$ cat config.mk
export PLATFORM = sky130hd
export DESIGN_NAME = instr_fetch_unit
export DESIGN_NICKNAME = d
export VERILOG_FILES = /design/src/rtl/instr_fetch_unit.sv
export SDC_FILE = /design/constraint.sdc
export NUM_CORES = 1
export LEC_CHECK = 0
export CORE_MARGIN = 10
export CORE_UTILIZATION = 55
export DETAILED_ROUTE_END_ITERATION = 7
export PLACE_DENSITY = 0.87
export SYNTH_ARGS = -nofsm -noshare
export SYNTH_HDL_FRONTEND = slang
export SYNTH_SLANG_ARGS = --single-unit
$ cat constraint.sdc
create_clock -name clk -period 12.4 [get_ports clk]
set_clock_uncertainty 0.15 [all_clocks]
set_input_delay 2.48 -clock clk [delete_from_list [all_inputs] [get_ports clk]]
set_output_delay 2.48 -clock clk [all_outputs]
set_load 0.02 [all_outputs]
$ cat src/rtl/instr_fetch_unit.sv
// Instruction fetch stage for the pipelined LEGv8 core: owns the PC, reads instruction memory
// and loads the IF/ID register, applying branch redirects, flushes and stalls from ID.
module instr_fetch_unit #(
  parameter int unsigned       PC_W      = 64,
  parameter logic [PC_W-1:0]   RESET_PC  = '0,
  parameter logic [31:0]       NOP_INSTR = 32'hD503201F
) (
  input  logic            clk,
  input  logic            rst,
  output logic [PC_W-1:0] imem_addr,
  input  logic [31:0]     imem_rdata,
  input  logic            stall,
  input  logic            uncondBr,
  input  logic            brTaken,
  input  logic            branchReg,
  input  logic [PC_W-1:0] regTarget,
  input  logic            IF_ID_flush,
  output logic [PC_W-1:0] pc,
  output logic [31:0]     if_id_instr,
  output logic [10:0]     if_id_opcode,
  output logic [PC_W-1:0] if_id_pc,
  output logic [PC_W-1:0] if_id_link,
  output logic            if_id_valid
);

  logic [PC_W-1:0] imm26Off;
  logic [PC_W-1:0] imm19Off;
  logic [PC_W-1:0] b26Target;
  logic [PC_W-1:0] b19Target;
  logic [PC_W-1:0] pcNext;

  // Word offsets sign-extended and scaled to bytes; sums wrap modulo 2^PC_W.
  assign imm26Off  = {{(PC_W-28){if_id_instr[25]}}, if_id_instr[25:0], 2'b00};
  assign imm19Off  = {{(PC_W-21){if_id_instr[23]}}, if_id_instr[23:5], 2'b00};
  assign b26Target = if_id_pc + imm26Off;
  assign b19Target = if_id_pc + imm19Off;

  always_comb begin
    pcNext = pc + PC_W'(4);
    if (stall) begin
      pcNext = pc;
    end else if (branchReg) begin
      pcNext = regTarget;
    end else if (uncondBr) begin
      pcNext = b26Target;
    end else if (brTaken) begin
      pcNext = b19Target;
    end
  end

  always_ff @(posedge clk or posedge rst) begin
    if (rst) begin
      pc          <= RESET_PC;
      if_id_instr <= NOP_INSTR;
      if_id_pc    <= '0;
      if_id_valid <= 1'b0;
    end else if (!stall) begin
      pc       <= pcNext;
      if_id_pc <= pc;
      // A flushed slot still records its PC so the bubble stays traceable.
      if (IF_ID_flush) begin
        if_id_instr <= NOP_INSTR;
        if_id_valid <= 1'b0;
      end else begin
        if_id_instr <= imem_rdata;
        if_id_valid <= 1'b1;
      end
    end
  end

  assign imem_addr    = pc;
  assign if_id_opcode = if_id_instr[31:21];
  assign if_id_link   = if_id_pc + PC_W'(4);

endmodule

==> qor.yml <==
run_status:
  status: "completed"
worst_setup_path:
  cp-end-kind: "output pin"
  worstPathMaxFanout: 9
  path_cells: "ha_1 -> nand2_1 -> nor2_1 -> nand2_1 -> nor2_2 -> nand2_1 -> nor2_1 -> nand2_1 -> nor2_1 -> nand3_1 -> nor3_1 -> xnor2_1 -> clkdlybuf4s50_1"
  path_common_cell: "nand2_1"
  arrival_ns: 4.85
  start_kind: "flop"
  critPathKind: "flop to output pin"
  crit_path_top_delay_cell: "clkdlybuf4s50_1"
  cp.required_ns: 9.77
  r2r_cells: 13
  slowest_delay_ns: 0.63
timing:
  max_slew_margin_pct: 22.8
  drv_slew: 0
  fmax_mhz: 134
  rsz0062_at_grt: "false"
  tightest_slew_ns: 1.15
  setup_violations: 0
  worst_hold_slack_ns: 0.351
  fin_tns_setup_ns: 0
  post-route-period-util_pct: 60.3
  post-route-min-period_ns: 7.48
  final_hold_viol_count: 0
logic_synthesis:
  synth_compound_area_share_pct: 26.8
  ys_seq_area_share_pct: 23.4
  synth_area_um2: 17300
  yosysTopAreaCellShare_pct: 21.4
  synth_edf_count: 0
  synth_xor_area_share_pct: 10.9
  syn_inst: 2186
  yosys.area.top_type: "dfrtp_1"
  synth_commonest_cells: "nand2_1, a21oi_1, nor2_1"
  yosys.area_share.simple_pct: 18.5
  syn_area_per_cell_um2: 7.91
  synth_mux_area_share_pct: 4.75
  ys_ff_latch: 161
  synthAdderAreaFrac_pct: 9.13
  synth_cell_type_count: 94
  ys.flop_type: "dfrtp_1"
  yosys_warnings: 0
  synthArstFlopShare_pct: 100
  synth_top_family_by_area: "compound AO/OA/AOI/OAI gates"
  syn_nets: 2414
  yosys-top-cells-area: "dfrtp_1, ha_1, xnor2_1"
  synth.most_common_cell: "nand2_1"
cts:
  cts_tree: "yes"
  cts_setup_buffers: 0
  clk_latency_ns: 0.48
  h-tree-depth: 4
  cts_made_buffers: 17
  clockBufferDepth: 2
  clock-sinks: 161
  clockRootBuffer: "clkbuf_16"
  clk_pin_slew_ns: 0.07
  cts_hold_buf: 0
  ctsResizeCount: 0
floorplan:
  die_w_um: 197
  rows: 64
  num_io_pins: 403
  initial_core_util_pct: 56.1
  core_um2: 30800
  fp.dieH_um: 197
  die-area_um2: 38900
finish:
  utilization_pct: 69.8
  filler_cell_count: 2505
  diodes: 0
  drive_gt1_share_pct: 7.18
  syn_to_final_growth_pct: 24.4
  num-nets-final: 2666
power_and_ir_drop:
  sequentialPowerShare_pct: 24.3
  p_int_mw: 1.82
  switching_share_pct: 49.2
  power_frac_clock_pct: 15.3
  total_power_mw: 3.58
  powerDensity_nw_per_um2: 166
  p_switching_mw: 1.76
  leakagePower_nw: 8.98
  comb_power_share_pct: 60.3
  ir_worst_vdd_mv: 0.138
flow_run:
  maxCapViolations: 0
routing:
  remaining_drc_errors: 0
  wl_per_cell_um: 24.9
  firstDrtPassIters: 7
  vias: 18500
  drtIter0Drc: 2104
  wl_um: 70800
  vias_per_cell: 6.51
  ant_nets: 0
global_route:
  overflow: 0
  grt_max_degree: 105
  antenna_found_initial: 1
  grt_pass1_wl_um: 107000
  grt_util_all_layers_pct: 35.0
  grt_pass1_vias: 18200
hold_path:
  hold_depth: 1
  hold_path.class: "flop to flop"
placed_design:
  routabilityCongestion: 1.08
  dp_hpwl_um: 54000
  port_buffers: 402
[power by group through the flow]
stage	Sequential (mW)	Clock [mW]	Combinational, mW
after floorplan	0.919	0	1.27
after global placement	0.861	0	2.10
after detailed placement	0.870	0	2.11
after CTS	0.862	0.552	2.13
after global routing	0.885	0.569	2.30
final	0.871	0.549	2.16
[critical path: cells and delay by family, from the launching register on]
| kind | cells | cell delay (ns) |
|---|---|---|
| xor gates and xnor gates | 1 | 0.15 |
| adders and majority gates | 1 | 0.31 |
| buffers and inverters | 1 | 0.63 |
| DFF | 1 | 0.56 |
| and+or+nand+nor | 10 | 2.73 |
[layer usage]
layer | wire length (um) | track usage, % | part of all wire (%)
met5 | 13 | 0 | 0.018
met4 | 3080 | 16.7 | 4.3
met3 | 6880 | 8.42 | 9.7
met2 | 33600 | 58.7 | 47
met1 | 27200 | 41.6 | 38
[cell usage in the layout (no fill, tap or decap), drive strengths merged, types with 20 or more instances in the layout]
cell type	count
xnor2	130
xor2	85
a211oi	43
ha	123
and3	41
o21ai	170
nor2	187
o211ai	24
nand4	41
o21bai	24
a22o	20
o22ai	20
nor3	25
clkdlybuf4s50	398
dfrtp	148
a21o	71
nand3	81
nand2	229
inv	45
mux2	64
a21oi	209
[through the flow]
stage	instance area, um2	std cells	setup WS, ns
floorplan	17300	2186	5.44
global placement	20900	2815	5.59
detailed placement	20900	2815	5.47
CTS	21500	2847	4.93
global route	21500	2847	4.61
finish	21500	2847	4.92
[cells by family (layout without fill, tap and decap cells)]
group | count (synthesis) | count (layout)
buf+inv | 222 | 487
fa+ha+maj | 125 | 125
mux | 74 | 74
xor+xnor | 215 | 215
compound gates | 701 | 701
simple gates | 688 | 688
flops | 161 | 161
[path summary, 6_finish.rpt]
check                                            start                          end  slack [ns]
min in group asynchronous                          rst    imem_addr[15]$_DFFE_PP0N_        2.42
hold / removal                 if_id_valid$_DFFE_PP0N_      if_id_valid$_DFFE_PP0N_        0.35
setup reg to reg           if_id_instr[25]$_DFFE_PP0N_    imem_addr[54]$_DFFE_PP0N_        7.59
hold reg to reg                if_id_valid$_DFFE_PP0N_      if_id_valid$_DFFE_PP0N_        0.35
max in group asynchronous                          rst  if_id_instr[14]$_DFFE_PP0N_        8.19
setup / recovery               if_id_pc[3]$_DFFE_PP0N_               if_id_link[58]        4.92
[flip-flops by register name, indices dropped and copies added, names as in the netlist]
signal	flops
if_id_pc	64
imem_addr	64
if_id_instr	32
if_id_valid	1
[layout make-up]
type                            instances  area, um2  area share, %
Inverter                               40        155          0.721
Timing Repair Buffer                  415       4110           19.1
Clock buffer                           17        425           1.98
Clock inverter                         15        165          0.768
Multi-Input combinational cell       1803      12100           56.3
Tap cell                              396        495           2.30
Sequential cell                       161       4050           18.8
No activity file was read; power rests on OpenSTA's default activity.
==> edit 1 (same flow settings) <==
The parameter `PC_W` goes from 64 to 32.
--- a/src/rtl/instr_fetch_unit.sv
+++ b/src/rtl/instr_fetch_unit.sv
@@ -3,3 +3,3 @@
 module instr_fetch_unit #(
-  parameter int unsigned       PC_W      = 64,
+  parameter int unsigned       PC_W      = 32,
   parameter logic [PC_W-1:0]   RESET_PC  = '0,
Interface: changed (5 resized); port bits go from 403 to 243. No check against the original RTL was run, so the function may have changed too.
==> edit 1 against the unedited design <==
- power decreased by 50%
- cell area decreased by 49%
- global-route usage decreased by 7.4 points
- setup slack improved by 1.2 ns
- largest cell class unchanged
- sequential power decreased by 43%
- combinational power decreased by 54%
- wire length decreased by 58%
- sequential cell count decreased by 64
- utilization increased by 2.8 points
- area after synthesis decreased by 51%
==> edit 1: results (changes against the unedited design) <==
outcome=finished, final reports clean; Placed Cells incl. Taps=1349 (-52%); Iter 0 DRT Violations=835 (-60%); compound-gate portion of the synthesized area=25.4% (-1.4 points); worst slew pin tran=1.06 ns (-0.0949 ns); H-tree Lvls=3 (-1); VDD IR max=0.0937 mV (-32%); Avg Cell Area, Syn=8.47 um^2 (+7.1%); Num CTS Buffers=9 (-8); DR vias=8579 (-54%); Reg area=2440 um^2 (-40%); vias in the first global route=8294 (-54%); adder-cell share of the synthesized area=9.20% (+0.073 points); post-synthesis mux area share=3.95% (-0.80 points); Setup WS pre-CTS=6.59 ns (+1.12 ns); top cells by area, synth=dfrtp_1 (25%), ha_1 (8.7%), xnor2_1 (6.5%); synth cell count leaders=nand2_1 (93), dfrtp_1 (84), a21oi_1 (83), nor2_1 (78), o21ai_0 (70); worst hold slack=0.337 ns (-0.0141 ns); crit path from=if_id_pc[4]; ys async rst share=100% (unchanged); Critical Path AT=3.66 ns (-1.19 ns); initial antenna violation count=0 (-1); Slowest-stage cell, CP=nor3_1; first-pass GRT wire length=45300 um (-58%); largest net degree at the start of global routing=73 (-30%); port bufs=242 (-40%); worst r2r src=if_id_pc[2]; FF-to-FF setup slack=8.61 ns (+1.02 ns); Synthesized Nets=1130 (-53%); critical path peak fanout=8 (-1); Seq/Total Area, Yosys=28.9% (+5.5 points); synth unique cells=66 (-30%); Crit path largest cell delay=0.68 ns (+0.05 ns); Global Route Usage Sum=27.7% (-7.4 points); layout cells sized above 1=6.88% (-0.30 points); LEAKAGE=4.67 nW (-48%); post-DP HPWL=22300 um (-59%); setup ws final=6.11 ns (+1.19 ns); worst-skew pair later-pin latency=0.35 ns (-0.13 ns); GPL Wtd Cong=0.983 (-8.7%); Post-Synth XOR/XNOR Area=10.5% (-0.43 points); Routed WL=29600 um (-58%); vias per cell=6.28 (-3.5%); fill count=1183 (-53%); placed cell areas=10700 um^2 (-49%); CP delay by family, top=simple AND/OR/NAND/NOR gates
edit 1: changes by cell type after synthesis, moves of 59 or more:
| cell | unedited run | this run |
|---|---|---|
| nand2_1 | 228 | 93 |
| clkbuf_1 | 90 | 31 |
| o21ai_0 | 150 | 70 |
| ha_1 | 123 | 59 |
| nor2_1 | 186 | 78 |
| xnor2_1 | 130 | 63 |
| a21oi_1 | 205 | 83 |
| dfrtp_1 | 148 | 84 |
edit 1: cell families (layout without fill, tap and decap cells):
| logic type | after synthesis | count (layout) |
|---|---|---|
| flip-flops | 97 | 97 |
| adder cells (fa/ha/maj) | 61 | 61 |
| AND/OR/NAND/NOR | 279 | 279 |
| multiplexers | 30 | 30 |
| buffers and inverters | 105 | 284 |
| XOR/XNOR | 101 | 101 |
| AO/OA/AOI/OAI | 325 | 325 |
edit 1: final timing paths:
kind | cells after the start | endpoint
worst max-delay path | 9 | if_id_link[29]
worst min-delay path | 1 | if_id_valid
worst max register to register | 12 | imem_addr[28]
worst min register to register | 1 | if_id_valid
max in group asynchronous | 3 | if_id_pc[29]
min in group asynchronous | 2 | if_id_instr[27]
edit 1: cell type report:
cell class / instances / share of cell area, %
inverters: 20 / 0.706
well taps: 188 / 2.14
clock inverters: 4 / 0.694
flip-flops and latches: 97 / 22.2
multi-input cells: 796 / 49.6
clock buffers: 12 / 2.24
repair buffers: 248 / 22.4
edit 1: routing by layer:
| metal | vias to the layer above | GRT usage (%) | part of all wire [%] | wire [um] |
|---|---|---|---|---|
| met5 | - | 0 | 0 | 0 |
| met3 | 72 | 8.20 | 11 | 3320 |
| li1 | 3952 | - | - | - |
| met1 | 4067 | 33.8 | 39 | 11600 |
| met2 | 488 | 45.4 | 46 | 13700 |
| met4 | 0 | 9.56 | 3.1 | 913 |
edit 1: worst register-to-register path, stage by stage, from the launching register on:
cell	delay (ns)
dfrtp_1	0.49
ha_1	0.27
fa_1	0.44
a211oi_2	0.26
o21ai_2	0.13
o21ai_2	0.23
a31o_4	0.21
o31ai_1	0.10
a41o_2	0.36
a2111oi_2	0.41
a41oi_1	0.08
a2111oi_1	0.42
a311o_1	0.17
edit 1: power breakdown:
part           internal, mW  total (mW)  switching [mW]  leakage [nW]
Combinational         0.451       0.985           0.534          3.36
Clock                 0.183       0.309           0.126         0.153
Sequential            0.373       0.497           0.123          1.16
==> edit 2 (same flow settings) <==
Made on the original files. Register the input `regTarget` before use, with the module's reset. The logic sees it one clock later. The other inputs are not delayed to match.
--- a/src/rtl/instr_fetch_unit.sv
+++ b/src/rtl/instr_fetch_unit.sv
@@ -25,2 +25,12 @@
 
+  logic [PC_W-1:0] regTarget_q;
+
+  always_ff @(posedge clk or posedge rst) begin
+    if (rst) begin
+      regTarget_q <= '0;
+    end else begin
+      regTarget_q <= regTarget;
+    end
+  end
+
   logic [PC_W-1:0] imm26Off;
@@ -42,3 +52,3 @@
     end else if (branchReg) begin
-      pcNext = regTarget;
+      pcNext = regTarget_q;
     end else if (uncondBr) begin
Check against the original RTL: not equivalent (Yosys sat finds a counterexample within 4 cycles, from zero or initial values and one cycle with rst high).
==> edit 2 against the unedited design <==
- setup slack worse by 0.11 ns
- cell area rose by 10%
- sequential share of layout area rose by 5.0 points
- sequential power grew 25%
- power rose by 15%
- wire length grew 13%
- sequential cell count is 64 higher
- area after synthesis increased by 11%
- critical endpoint is now if_id_link[54]
- largest cell class unchanged
==> edit 2: results (changes against the unedited design) <==
Comb pwr share=52.6% (-7.7 points); top cells by area, synth=dfrtp_1 (28%), ha_1 (8.0%), xnor2_1 (5.9%); worst slew pin tran=1.18 ns (+0.0268 ns); top sig layer=met4; Mapped Cells=2318 (+6.0%); adder-cell share of the synthesized area=8.25% (-0.88 points); layout cells sized above 1=6.56% (-0.62 points); Area growth syn-to-layout=23.9%; LEAKAGE=10.0 nW (+12%); vias per cell=6.58 (+1.0%); vias in the first global route=19600 (+8.0%); worst r2r dst=imem_addr[59]; Period minus WS final=7.59 ns (+0.112 ns); worst-skew pair later-pin latency=0.60 ns (+0.12 ns); synth cell count leaders=nand2_1 (236), dfrtp_1 (212), a21oi_1 (211), nor2_1 (159), o21ai_0 (148); post-synthesis mux area share=3.91% (-0.84 points); Sw Share=45.6% (-3.6 points); Post-Synth XOR/XNOR Area=9.88% (-1.0 points); Iter 0 DRT Violations=2336 (+11%); met1 Use GR=45.5% (+4.0 points); met2 GRT Util=58.3% (-0.33 points); WHS Path Cells=2 (+1); largest net degree at the start of global routing=88 (-16%); Nets=2786 (+4.5%); GPL Wtd Cong=1.02 (-5.5%); crit path to=if_id_link[54]; DR WL met3=8340 um (+21%); Setup WS pre-CTS=5.54 ns (+0.0653 ns); Critical Path AT=4.96 ns (+0.11 ns); initial antenna violation count=0 (-1); synth unique cells=80 (-15%); outcome=finished, final reports clean; Synthesized Nets=2546 (+5.5%); Num CTS Buffers=27 (+10); Metal-1 WL=30700 um (+13%); FF-to-FF setup slack=7.30 ns (-0.29 ns)
## edit 2: cell types whose count changed in the layout (fill, tap and decap cells not counted), sizes merged, moves of 10 or more
| cell | unedited run | this run |
|---|---|---|
| clkbuf | 17 | 37 |
| dfrtp | 148 | 212 |
| mux2 | 64 | 54 |
| nand4 | 41 | 66 |
| nor2 | 187 | 160 |
| nor3 | 25 | 39 |
| o21ai | 170 | 153 |
## edit 2: layout make-up
type	count	share of cell area, %
Clock buffer	37	3.30
Clock inverter	11	0.596
Inverter	53	0.870
Multi-Input combinational cell	1829	51.5
Sequential cell	225	23.8
Tap cell	455	2.40
Timing Repair Buffer	422	17.5
## edit 2: worst max-delay path, stage by stage (launching register included)
cell	delay (ns)
dfrtp_1	0.50
and3_1	0.27
nand4_1	0.18
or3_1	0.40
nor3_2	0.51
nand4_1	0.50
nor2_1	0.37
and4_1	0.36
and2_1	0.27
nand3_1	0.14
xnor2_1	0.22
clkdlybuf4s50_1	0.64
